==> config.mk <==
export PLATFORM = sky130hd
export DESIGN_NAME = conv_interleaver
export DESIGN_NICKNAME = d
export VERILOG_FILES = /design/src/rtl/conv_il_pkg.sv /design/src/rtl/conv_il_branch.sv /design/src/rtl/conv_interleaver.sv
export SDC_FILE = /design/constraint.sdc
export NUM_CORES = 1
export LEC_CHECK = 0
export ABC_AREA = 1
export ABC_CLOCK_PERIOD_IN_PS = 1400
export CAP_MARGIN = 20
export CORE_ASPECT_RATIO = 1.4
export CORE_UTILIZATION = 53
export CTS_BUF_LIST = sky130_fd_sc_hd__clkbuf_8
export DETAILED_ROUTE_END_ITERATION = 8
export GPL_ROUTABILITY_DRIVEN = 0
export PLACE_DENSITY = 0.87
export SYNTH_ARGS = -nofsm -noshare
export SYNTH_HDL_FRONTEND = slang
export SYNTH_SLANG_ARGS = --single-unit
==> constraint.sdc <==
create_clock -name i_clk -period 1.4 [get_ports i_clk]
set_input_delay 0.14 -clock i_clk [delete_from_list [all_inputs] [get_ports i_clk]]
set_output_delay 0.14 -clock i_clk [all_outputs]
set_load 0.01 [all_outputs]
==> src/rtl/conv_il_pkg.sv <==
// Shared types and helpers for the convolutional interleaver/deinterleaver.
package conv_il_pkg;

  typedef enum logic {
    IL_INTERLEAVE   = 1'b0,
    IL_DEINTERLEAVE = 1'b1
  } il_mode_t;

  // Delay of branch b in branch-samples; the two modes are mirror images
  function automatic int unsigned branch_len(int unsigned b, int unsigned branches,
                                             int unsigned cell_depth, il_mode_t mode);
    if (mode == IL_INTERLEAVE) return b * cell_depth;
    return (branches - 1 - b) * cell_depth;
  endfunction

  function automatic int unsigned br_width(int unsigned branches);
    return (branches < 2) ? 1 : $clog2(branches);
  endfunction

endpackage

==> src/rtl/conv_il_branch.sv <==
// One commutator branch: a LEN-cell shift register, or a plain wire when LEN is 0.
module conv_il_branch #(
  parameter int unsigned DATA_W = 1,
  parameter int unsigned LEN    = 1
) (
  input  logic              i_clk,
  input  logic              i_rst_n,
  input  logic              i_en,
  input  logic [DATA_W-1:0] i_data,
  output logic [DATA_W-1:0] o_data
);

  if (LEN == 0) begin : g_wire
    logic unused;
    assign unused = ^{i_clk, i_rst_n, i_en};
    assign o_data = i_data;
  end else begin : g_shift
    logic [DATA_W-1:0] cells [LEN];

    always_ff @(posedge i_clk or negedge i_rst_n) begin
      if (!i_rst_n) begin
        for (int k = 0; k < int'(LEN); k++) cells[k] <= '0;
      end else if (i_en) begin
        cells[0] <= i_data;
        for (int k = 1; k < int'(LEN); k++) cells[k] <= cells[k-1];
      end
    end

    // Oldest cell, read before this edge's shift
    assign o_data = cells[LEN-1];
  end

endmodule

==> src/rtl/conv_interleaver.sv <==
// Convolutional (Forney) interleaver/deinterleaver with a registered output.
// Optional CONV_IL_SYNC_EN adds i_sync to force a sample onto branch 0.
module conv_interleaver
  import conv_il_pkg::*;
#(
  parameter int unsigned DATA_W     = 1,
  parameter int unsigned BRANCHES   = 7,
  parameter int unsigned CELL_DEPTH = 1,
  parameter il_mode_t    MODE       = IL_INTERLEAVE
) (
  input  logic                          i_clk,
  input  logic                          i_rst_n,
  input  logic [DATA_W-1:0]             i_data,
  input  logic                          i_dv,
`ifdef CONV_IL_SYNC_EN
  input  logic                          i_sync,
`endif
  output logic [DATA_W-1:0]             o_data,
  output logic                          o_dv,
  output logic [br_width(BRANCHES)-1:0] o_branch
);

  localparam int unsigned BR_W = br_width(BRANCHES);

  if (BRANCHES < 2) begin : g_chk_branches
    $error("conv_interleaver: BRANCHES must be >= 2");
  end
  if (CELL_DEPTH < 1) begin : g_chk_depth
    $error("conv_interleaver: CELL_DEPTH must be >= 1");
  end

  logic [BR_W-1:0]   br;
  logic [BR_W-1:0]   br_nxt;
  logic [BR_W-1:0]   sel;
  logic [DATA_W-1:0] mux_data;
  logic [DATA_W-1:0] branch_out [BRANCHES];

  // Commutator select, next position and output mux
  always_comb begin
    sel = br;
`ifdef CONV_IL_SYNC_EN
    if (i_sync) sel = '0;
`endif
    br_nxt = br;
    if (i_dv) br_nxt = (sel == BR_W'(BRANCHES - 1)) ? '0 : sel + BR_W'(1);
    mux_data = branch_out[sel];
  end

  for (genvar b = 0; b < int'(BRANCHES); b++) begin : g_branch
    conv_il_branch #(
      .DATA_W (DATA_W),
      .LEN    (branch_len(b, BRANCHES, CELL_DEPTH, MODE))
    ) u_branch (
      .i_clk   (i_clk),
      .i_rst_n (i_rst_n),
      .i_en    (i_dv && (sel == BR_W'(b))),
      .i_data  (i_data),
      .o_data  (branch_out[b])
    );
  end

  always_ff @(posedge i_clk or negedge i_rst_n) begin
    if (!i_rst_n) begin
      br       <= '0;
      o_data   <= '0;
      o_dv     <= 1'b0;
      o_branch <= '0;
    end else begin
      br   <= br_nxt;
      o_dv <= i_dv;
      if (i_dv) begin
        o_data   <= mux_data;
        o_branch <= sel;
      end
    end
  end

endmodule
---- Word-level counts from Yosys, hierarchy flattened ----
Index checks and enable logic that the tools add are counted.
cells by class
  add/sub/neg operators ................... 1
  magnitude comparators ................... 1
  equal/unequal tests ..................... 6
  multiplexer cells ....................... 4
  bitwise operators ....................... 1
  reduce and logical (&&, ||, !) cells .... 6
operators with widths
  operator                                                               number
  3-bit equality test, second input constant                             3
  3-bit by 2-bit equality test with 1-bit output, second input constant  2
  1-bit logical AND                                                      6
  4-bit greater-or-equal comparator, second input constant               1
  3-bit NOT with 4-bit output                                            1
  3-bit by 1-bit adder with 3-bit output, second input constant          1
  1-bit binary-select mux with 3-bit select                              1
  3-bit by 1-bit equality test with 1-bit output, second input constant  1
  3-bit 2-to-1 mux                                                       1
  1-bit 2-to-1 mux                                                       2
storage, ports and cells
  bits in registers ....................... 29
  input port bits ......................... 4
  output and inout port bits .............. 5
  word-level logic and storage cells ...... 44

---- Longest topological paths before layout ----
Gate-level depths: netlist (run 1).
  depth after elaboration ................. 4
  depth in mapped cells ................... 8

---- By module ----
Synthesis (run 1) repeated with hierarchy kept, for this count alone.
unflattened totals
  cells, all modules ...................... 156
  area total of the unflattened synthesis .. 1248.7 um^2
by module, submodules not included
  module                                 instances  cells an instance  area an instance (um^2)  seq. area each (um^2)
  conv_interleaver                       1          65                 456.7                    200.2
  conv_il_branch (g_branch[6].u_branch)  1          25                 221.5                    150.1
  conv_il_branch (g_branch[5].u_branch)  1          21                 185.2                    125.1
  conv_il_branch (g_branch[4].u_branch)  1          17                 148.9                    100.1
  conv_il_branch (g_branch[3].u_branch)  1          13                 112.6                    75.1
  conv_il_branch (g_branch[2].u_branch)  1          9                  76.3                     50.0
  conv_il_branch (g_branch[1].u_branch)  1          5                  40.0                     25.0
  conv_il_branch (g_branch[0].u_branch)  1          1                  7.5                      0.0

---- Worst setup path after synthesis (run 1) ----
Ideal clock, no wire load.
  path kind ............................... flip-flop to flip-flop
  start ................................... reg br[1]
  end ..................................... reg g_branch[3].u_branch.g_shift.cells[1] in the netlist's numbering
  setup time .............................. 125 ps
  data arrival time ....................... 1175 ps
  path slack .............................. 101 ps
  stages on the path, launching flop included .. 6
  period minus slack after synthesis ...... 1299 ps
  path through ............................ dfrtp_1 nand2_1 inv_1 ha_1 nand2_1 mux2_2
between the ends
  cells in the longest elaborated chain, start to end .. 2
RTL lines
  element                                         line                    RTL
  start: declaration                              conv_interleaver.sv:32  logic [BR_W-1:0] br;
  start signal: assignment                        conv_interleaver.sv:69  br <= br_nxt;
  3-bit by 2-bit equality test with 1-bit output  conv_interleaver.sv:56  .i_en (i_dv && (sel == BR_W'(b))),
  1-bit logical AND                               conv_interleaver.sv:56
  end: declaration                                conv_il_branch.sv:18    logic [DATA_W-1:0] cells [LEN];
No other way between the ends.
A chain may end at the register's enable or synchronous reset.

---- Worst setup path in the final report (run 1) ----
  start ................................... reg o_branch[2]
  end ..................................... out o_branch[2]
RTL lines
  element                   line                    RTL
  start: declaration        conv_interleaver.sv:20  output logic [br_width(BRANCHES)-1:0] o_branch
  start signal: assignment  conv_interleaver.sv:73  o_branch <= sel;
No word-level cell between the ends.

==> summary.txt, run 1 <==
final hold vios - 0
RSZ-0062 raised after global routing - false
Resized cells post-CTS - 0
vias in the first global route - 971
num ports - 9
Die Height - 59.43 um
Worst Tran Pin Value - 0.3526 ns
GRT Overall Usage - 0.2220
Compound-Gate Fraction of Synth Area - 0.05711
Pleak - 0.8068 nW
critical path type - reg2out
vias per cell - 5.380
average wire per standard cell - 12.85 um
main combinational cell family by area after synthesis - simple AND/OR/NAND/NOR gates
Mean Syn Cell Area - 9.182 um^2
CP Launch Type - flip-flop
Starting DRT DRC Count - 24
CP peak stage delay - 0.54 ns
CTS tree - built
top cells by area, synth - dfrtp_1 58%, nand2_1 17%, nand3_1 4.8%
Final Cell Area - 1500 um^2
register area - 725.7 um^2
die width - 43.02 um
Top Family by Delay on Critical Path - buffers and inverters
routed vias - 963
Layout area overhead - 20.14%
PwrDens - 2035 nW/um^2
peak supply drop - 0.001298 V
xor and xnor fraction of the mapped netlist area - 0
Reg clk slew, reported paths - 0.06 ns
Post-synth ARST share - 1.000
endpoint class of the critical path - primary output
Adder-Cell Fraction of Synth Area - 0.01002
placed cell area - 1399 um^2
CTS Buf Count - 5
Hold-fix buffers, CTS - 0
clock skew - 0.007918 ns
area leader, netlist - dfrtp_1
Yosys cell types - 22
fin nets - 161
Remaining DRCs - 0
post-synthesis mux area share - 0.01804
area of the multi-input gates - 456.7 um^2
Tcrit/Tclk final - 0.9392
Mapped Cells - 136
HP Class - in2async
Initial Util - 0.5670
Antenna Nets Post-Route - 0
initial antenna violation count - 0
YS warnings - 0
Slew HR - 0.7649
register area share after synthesis - 0.5812
WP data arrival - 1.17 ns
status - finished, final reports clean
Slew Limit Fails - 0
Clock Path Buffers - 2
Std-Cell Core Area - 2202 um^2
R2R Setup Slk - 0.10 ns
WP buf/inv - 1
Cell Rows - 20
share of the synthesized area in the top cell type - 0.5812
Crit Path Max Fanout - 2
Max Cap Violations - 0
PortBufs - 8
Synth Area in Simple Gates - 0.2806
PnR Total Power - 3.053 mW
first-pass GRT wire length - 4.091 mm
Post-CTS Setup Inserts - 0
number of synthesized flops with an enable pin - 0
post-DP HPWL - 1.694 mm
clock sink count - 29
setup ws final - 0.08517 ns
GRT overflow - 0
Worst-Skew Late Latency - 0.28 ns
pre-CTS setup slack - -0.04913 ns
Syn Std Cell Area - 1249 um^2
Max Fclk - 0.7606 GHz
Yosys reg bits - 29
final setup vio count - 0
largest net degree at the start of global routing - 30
Top FF cell, synth - dfrtp_1
Mapped Nets - 141
# H-tree levels - 2
root buf cell - clkbuf_8
CP max-delay cell - clkdlybuf4s50_1
worst path required time - 1.26 ns
Layout fillers - 162
Die ar. - 2557 um^2
crit-path cells - clkdlybuf4s50_1
WL final - 2.301 mm
Inserted Diodes - 0
First-pass DRT Iterations - 4
fin util - 0.6813
ratio of cells with drive above 1 in the final layout - 0.1783
fin crit period - 1.315 ns
[state kept, by name, indices dropped and copies added, names as in the netlist]
signal and cells:
br 3, g_branch.u_branch.g_shift.cells 15, g_branch.u_branch.o_data 6, o_branch 3
o_data 1, o_dv 1
[placed cells by master (no fill, tap or decap)]
| cell | netlist | final |
|---|---|---|
| nand2_1 | 56 | 56 |
| dfrtp_1 | 29 | 29 |
| nand3_1 | 12 | 12 |
| clkdlybuf4s50_1 | 0 | 8 |
| clkbuf_8 | 0 | 7 |
| buf_4 | 1 | 7 |
| inv_1 | 5 | 5 |
| nor2_1 | 5 | 5 |
| o21ai_1 | 5 | 5 |
| inv_2 | 3 | 3 |
| o21ai_0 | 3 | 3 |
| nand2_2 | 2 | 2 |
| a21oi_1 | 2 | 2 |
| mux2_2 | 2 | 2 |
| inv_4 | 1 | 1 |
| nor2_4 | 1 | 1 |
| nor2_8 | 1 | 1 |
| o211ai_1 | 1 | 1 |
| a21boi_0 | 1 | 1 |
| nand2_4 | 1 | 1 |
| nor2_2 | 1 | 1 |
| o22ai_1 | 1 | 1 |
| ha_1 | 1 | 1 |
| clkinv_2 | 0 | 1 |
| buf_12 | 0 | 1 |
[cells by family after synthesis]
kind of cell             after synthesis
flip-flops                            29
AND/OR/NAND/NOR                       79
buffers and inverters                 12
AO/OA/AOI/OAI                         13
multiplexers                           2
adder cells (fa/ha/maj)                1
[final timing paths]
kind | startpoint | to | depth (start not counted)
setup / recovery | o_branch[2]$_DFFE_PN0P_ | o_branch[2] | 1
hold / removal | i_rst_n | o_branch[2]$_DFFE_PN0P_ | 2
setup reg to reg | br[2]$_DFFE_PN0P_ | g_branch[3].u_branch.g_shift.cells[1]$_DFFE_PN0P_ | 4
hold reg to reg | g_branch[5].u_branch.g_shift.cells[1]$_DFFE_PN0P_ | g_branch[5].u_branch.g_shift.cells[1]$_DFFE_PN0P_ | 2
max in group asynchronous | i_rst_n | br[1]$_DFFE_PN0P_ | 2
min in group i_clk | g_branch[5].u_branch.g_shift.cells[1]$_DFFE_PN0P_ | g_branch[5].u_branch.g_shift.cells[1]$_DFFE_PN0P_ | 2
[through the flow]
stage	TNS, ns	cells	hold slack, ns
after global placement	0	171	0.4529
after global routing	0	179	0.2612
after CTS	0	179	0.2492
final	0	179	0.2478
after floorplan	0	136	-0.1556
after detailed placement	-0.2714	171	0.4618
[final cells by class]
| class | instances | share of cell area |
|---|---|---|
| tap | 22 | 0.01835 |
| multi-input combinational | 95 | 0.3044 |
| sequential | 29 | 0.4837 |
| inverter | 9 | 0.02419 |
| clock inverter | 1 | 0.003336 |
| timing repair buffer | 16 | 0.1018 |
| clock buffer | 7 | 0.06422 |
[power by group]
group | internal, mW | total, mW | leakage [nW] | switching, mW
Sequential | 1.18 | 1.37 | 0.367 | 0.186
Clock | 0.443 | 0.732 | 0.0542 | 0.289
Combinational | 0.408 | 0.952 | 0.385 | 0.544
Total | 2.03 | 3.05 | 0.807 | 1.02
[Yosys cell counts, types with 2 or more instances]
library cell,instances
inv_2,3
o21ai_0,3
mux2_2,2
inv_1,5
nor2_1,5
nand2_1,56
nand2_2,2
a21oi_1,2
dfrtp_1,29
nand3_1,12
o21ai_1,5
buf_6,2
[layer usage]
metal | GRT usage | routed length [um]
met5 | 0 | 0
met4 | 0.1082 | 44
met3 | 0.09146 | 100
met2 | 0.3788 | 1211
met1 | 0.2352 | 944
No activity file was read; power rests on OpenSTA's default activity.
==> run 2: changes to the inputs <==
--- a/config.mk
+++ b/config.mk
@@ -13,6 +13,7 @@
 export CTS_BUF_LIST = sky130_fd_sc_hd__clkbuf_8
 export DETAILED_ROUTE_END_ITERATION = 8
 export GPL_ROUTABILITY_DRIVEN = 0
+export MAX_ROUTING_LAYER = met4
 export PLACE_DENSITY = 0.87
 export SYNTH_ARGS = -nofsm -noshare
 export SYNTH_HDL_FRONTEND = slang
==> summary.txt, run 2 (synthesis results as in run 1) <==
CP peak stage delay - 0.54 ns
clock sink count - 29
routed vias - 962
Clock Path Buffers - 2
vias in the first global route - 972
num ports - 9
Pleak - 0.8068 nW
max reg flops - 15
register area - 725.7 um^2
pre-CTS setup slack - -0.04913 ns
die width - 43.02 um
Std-Cell Core Area - 2202 um^2
Top Family by Delay on Critical Path - buffers and inverters
WL final - 2.294 mm
CP Launch Type - flip-flop
Post-CTS Setup Inserts - 0
most common cell after layout, fill and taps aside - nand2_1
Worst-Skew Late Latency - 0.28 ns
post-DP HPWL - 1.694 mm
PwrDens - 2034 nW/um^2
Max Fclk - 0.7606 GHz
Antenna Nets Post-Route - 0
CTS tree - built
largest net degree at the start of global routing - 30
GRT overflow - 0
final hold vios - 0
setup ws final - 0.08520 ns
Resized cells post-CTS - 0
RSZ-0062 raised after global routing - false
# H-tree levels - 2
Tcrit/Tclk final - 0.9391
ratio of cells with drive above 1 in the final layout - 0.1783
GRT Overall Usage - 0.2286
Final Cell Area - 1500 um^2
Regs by FF count - g_branch.u_branch.g_shift.cells: 15 flops, g_branch.u_branch.o_data: 6 flops
final cell count without fillers - 179
Inserted Diodes - 0
fin nets - 161
clock skew - 0.007918 ns
first-pass GRT wire length - 4.084 mm
dpl cells - 171
average wire per standard cell - 12.82 um
Hold-fix buffers, CTS - 0
Slew HR - 0.7649
Layout area overhead - 20.14%
Initial Util - 0.5670
fin crit period - 1.315 ns
CTS Buf Count - 5
Worst Tran Pin Value - 0.3526 ns
Max Cap Violations - 0
critical path type - reg2out
commonest non-fill, non-tap cells in the layout - 56 x nand2_1, 29 x dfrtp_1, 12 x nand3_1
crit-path cells - clkdlybuf4s50_1
peak supply drop - 0.001298 V
worst path required time - 1.26 ns
Slew Limit Fails - 0
fin util - 0.6813
WP data arrival - 1.17 ns
Remaining DRCs - 0
Cell Rows - 20
placed cell area - 1399 um^2
Starting DRT DRC Count - 28
endpoint class of the critical path - primary output
area of the multi-input gates - 456.7 um^2
PnR Total Power - 3.052 mW
status - finished, final reports clean
initial antenna violation count - 0
vias per cell - 5.374
Die ar. - 2557 um^2
Crit Path Max Fanout - 2
Reg clk slew, reported paths - 0.06 ns
Die Height - 59.43 um
Layout fillers - 162
WP buf/inv - 1
root buf cell - clkbuf_8
CP max-delay cell - clkdlybuf4s50_1
HP Class - in2async
PortBufs - 8
register bank with the most flops - g_branch.u_branch.g_shift.cells
First-pass DRT Iterations - 4
final setup vio count - 0
[run 2: routing by layer]
metal  part of all wire  routed length [um]  global-route usage
met1               0.41                 942              0.2352
met2               0.53                1206              0.3788
met3              0.044                 101             0.09146
met4              0.019                  44              0.1082
met5                  0                   0                   -
[run 2: metrics by stage]
| step | hold WS [ns] | TNS, ns |
|---|---|---|
| 6_report | 0.2478 | 0 |
| 3_5_place_dp | 0.4618 | -0.2714 |
| 5_1_grt | 0.2612 | 0 |
| 2_1_floorplan | -0.1556 | 0 |
| 3_3_place_gp | 0.4529 | 0 |
| 4_1_cts | 0.2492 | 0 |
[run 2: cell type report]
cell class / instances / area share
Timing Repair Buffer: 16 / 0.1018
Clock inverter: 1 / 0.003336
Clock buffer: 7 / 0.06422
Tap cell: 22 / 0.01835
Inverter: 9 / 0.02419
Multi-Input combinational cell: 95 / 0.3044
Sequential cell: 29 / 0.4837
[run 2: path summary, 6_finish.rpt]
kind	start	endpoint	slack (ns)	cells past startpoint
setup / recovery	o_branch[2]$_DFFE_PN0P_	o_branch[2]	0.09	1
hold / removal	i_rst_n	o_branch[2]$_DFFE_PN0P_	0.25	2
setup reg to reg	br[2]$_DFFE_PN0P_	g_branch[3].u_branch.g_shift.cells[1]$_DFFE_PN0P_	0.10	4
hold reg to reg	g_branch[5].u_branch.g_shift.cells[1]$_DFFE_PN0P_	g_branch[5].u_branch.g_shift.cells[1]$_DFFE_PN0P_	0.47	2
max in group asynchronous	i_rst_n	br[1]$_DFFE_PN0P_	0.89	2
min in group i_clk	g_branch[5].u_branch.g_shift.cells[1]$_DFFE_PN0P_	g_branch[5].u_branch.g_shift.cells[1]$_DFFE_PN0P_	0.47	2
[run 2: power by group]
group / switching [mW] / internal (mW) / leakage (nW)
Combinational: 0.543 / 0.408 / 0.385
Clock: 0.289 / 0.443 / 0.0542
Sequential: 0.186 / 1.18 / 0.367
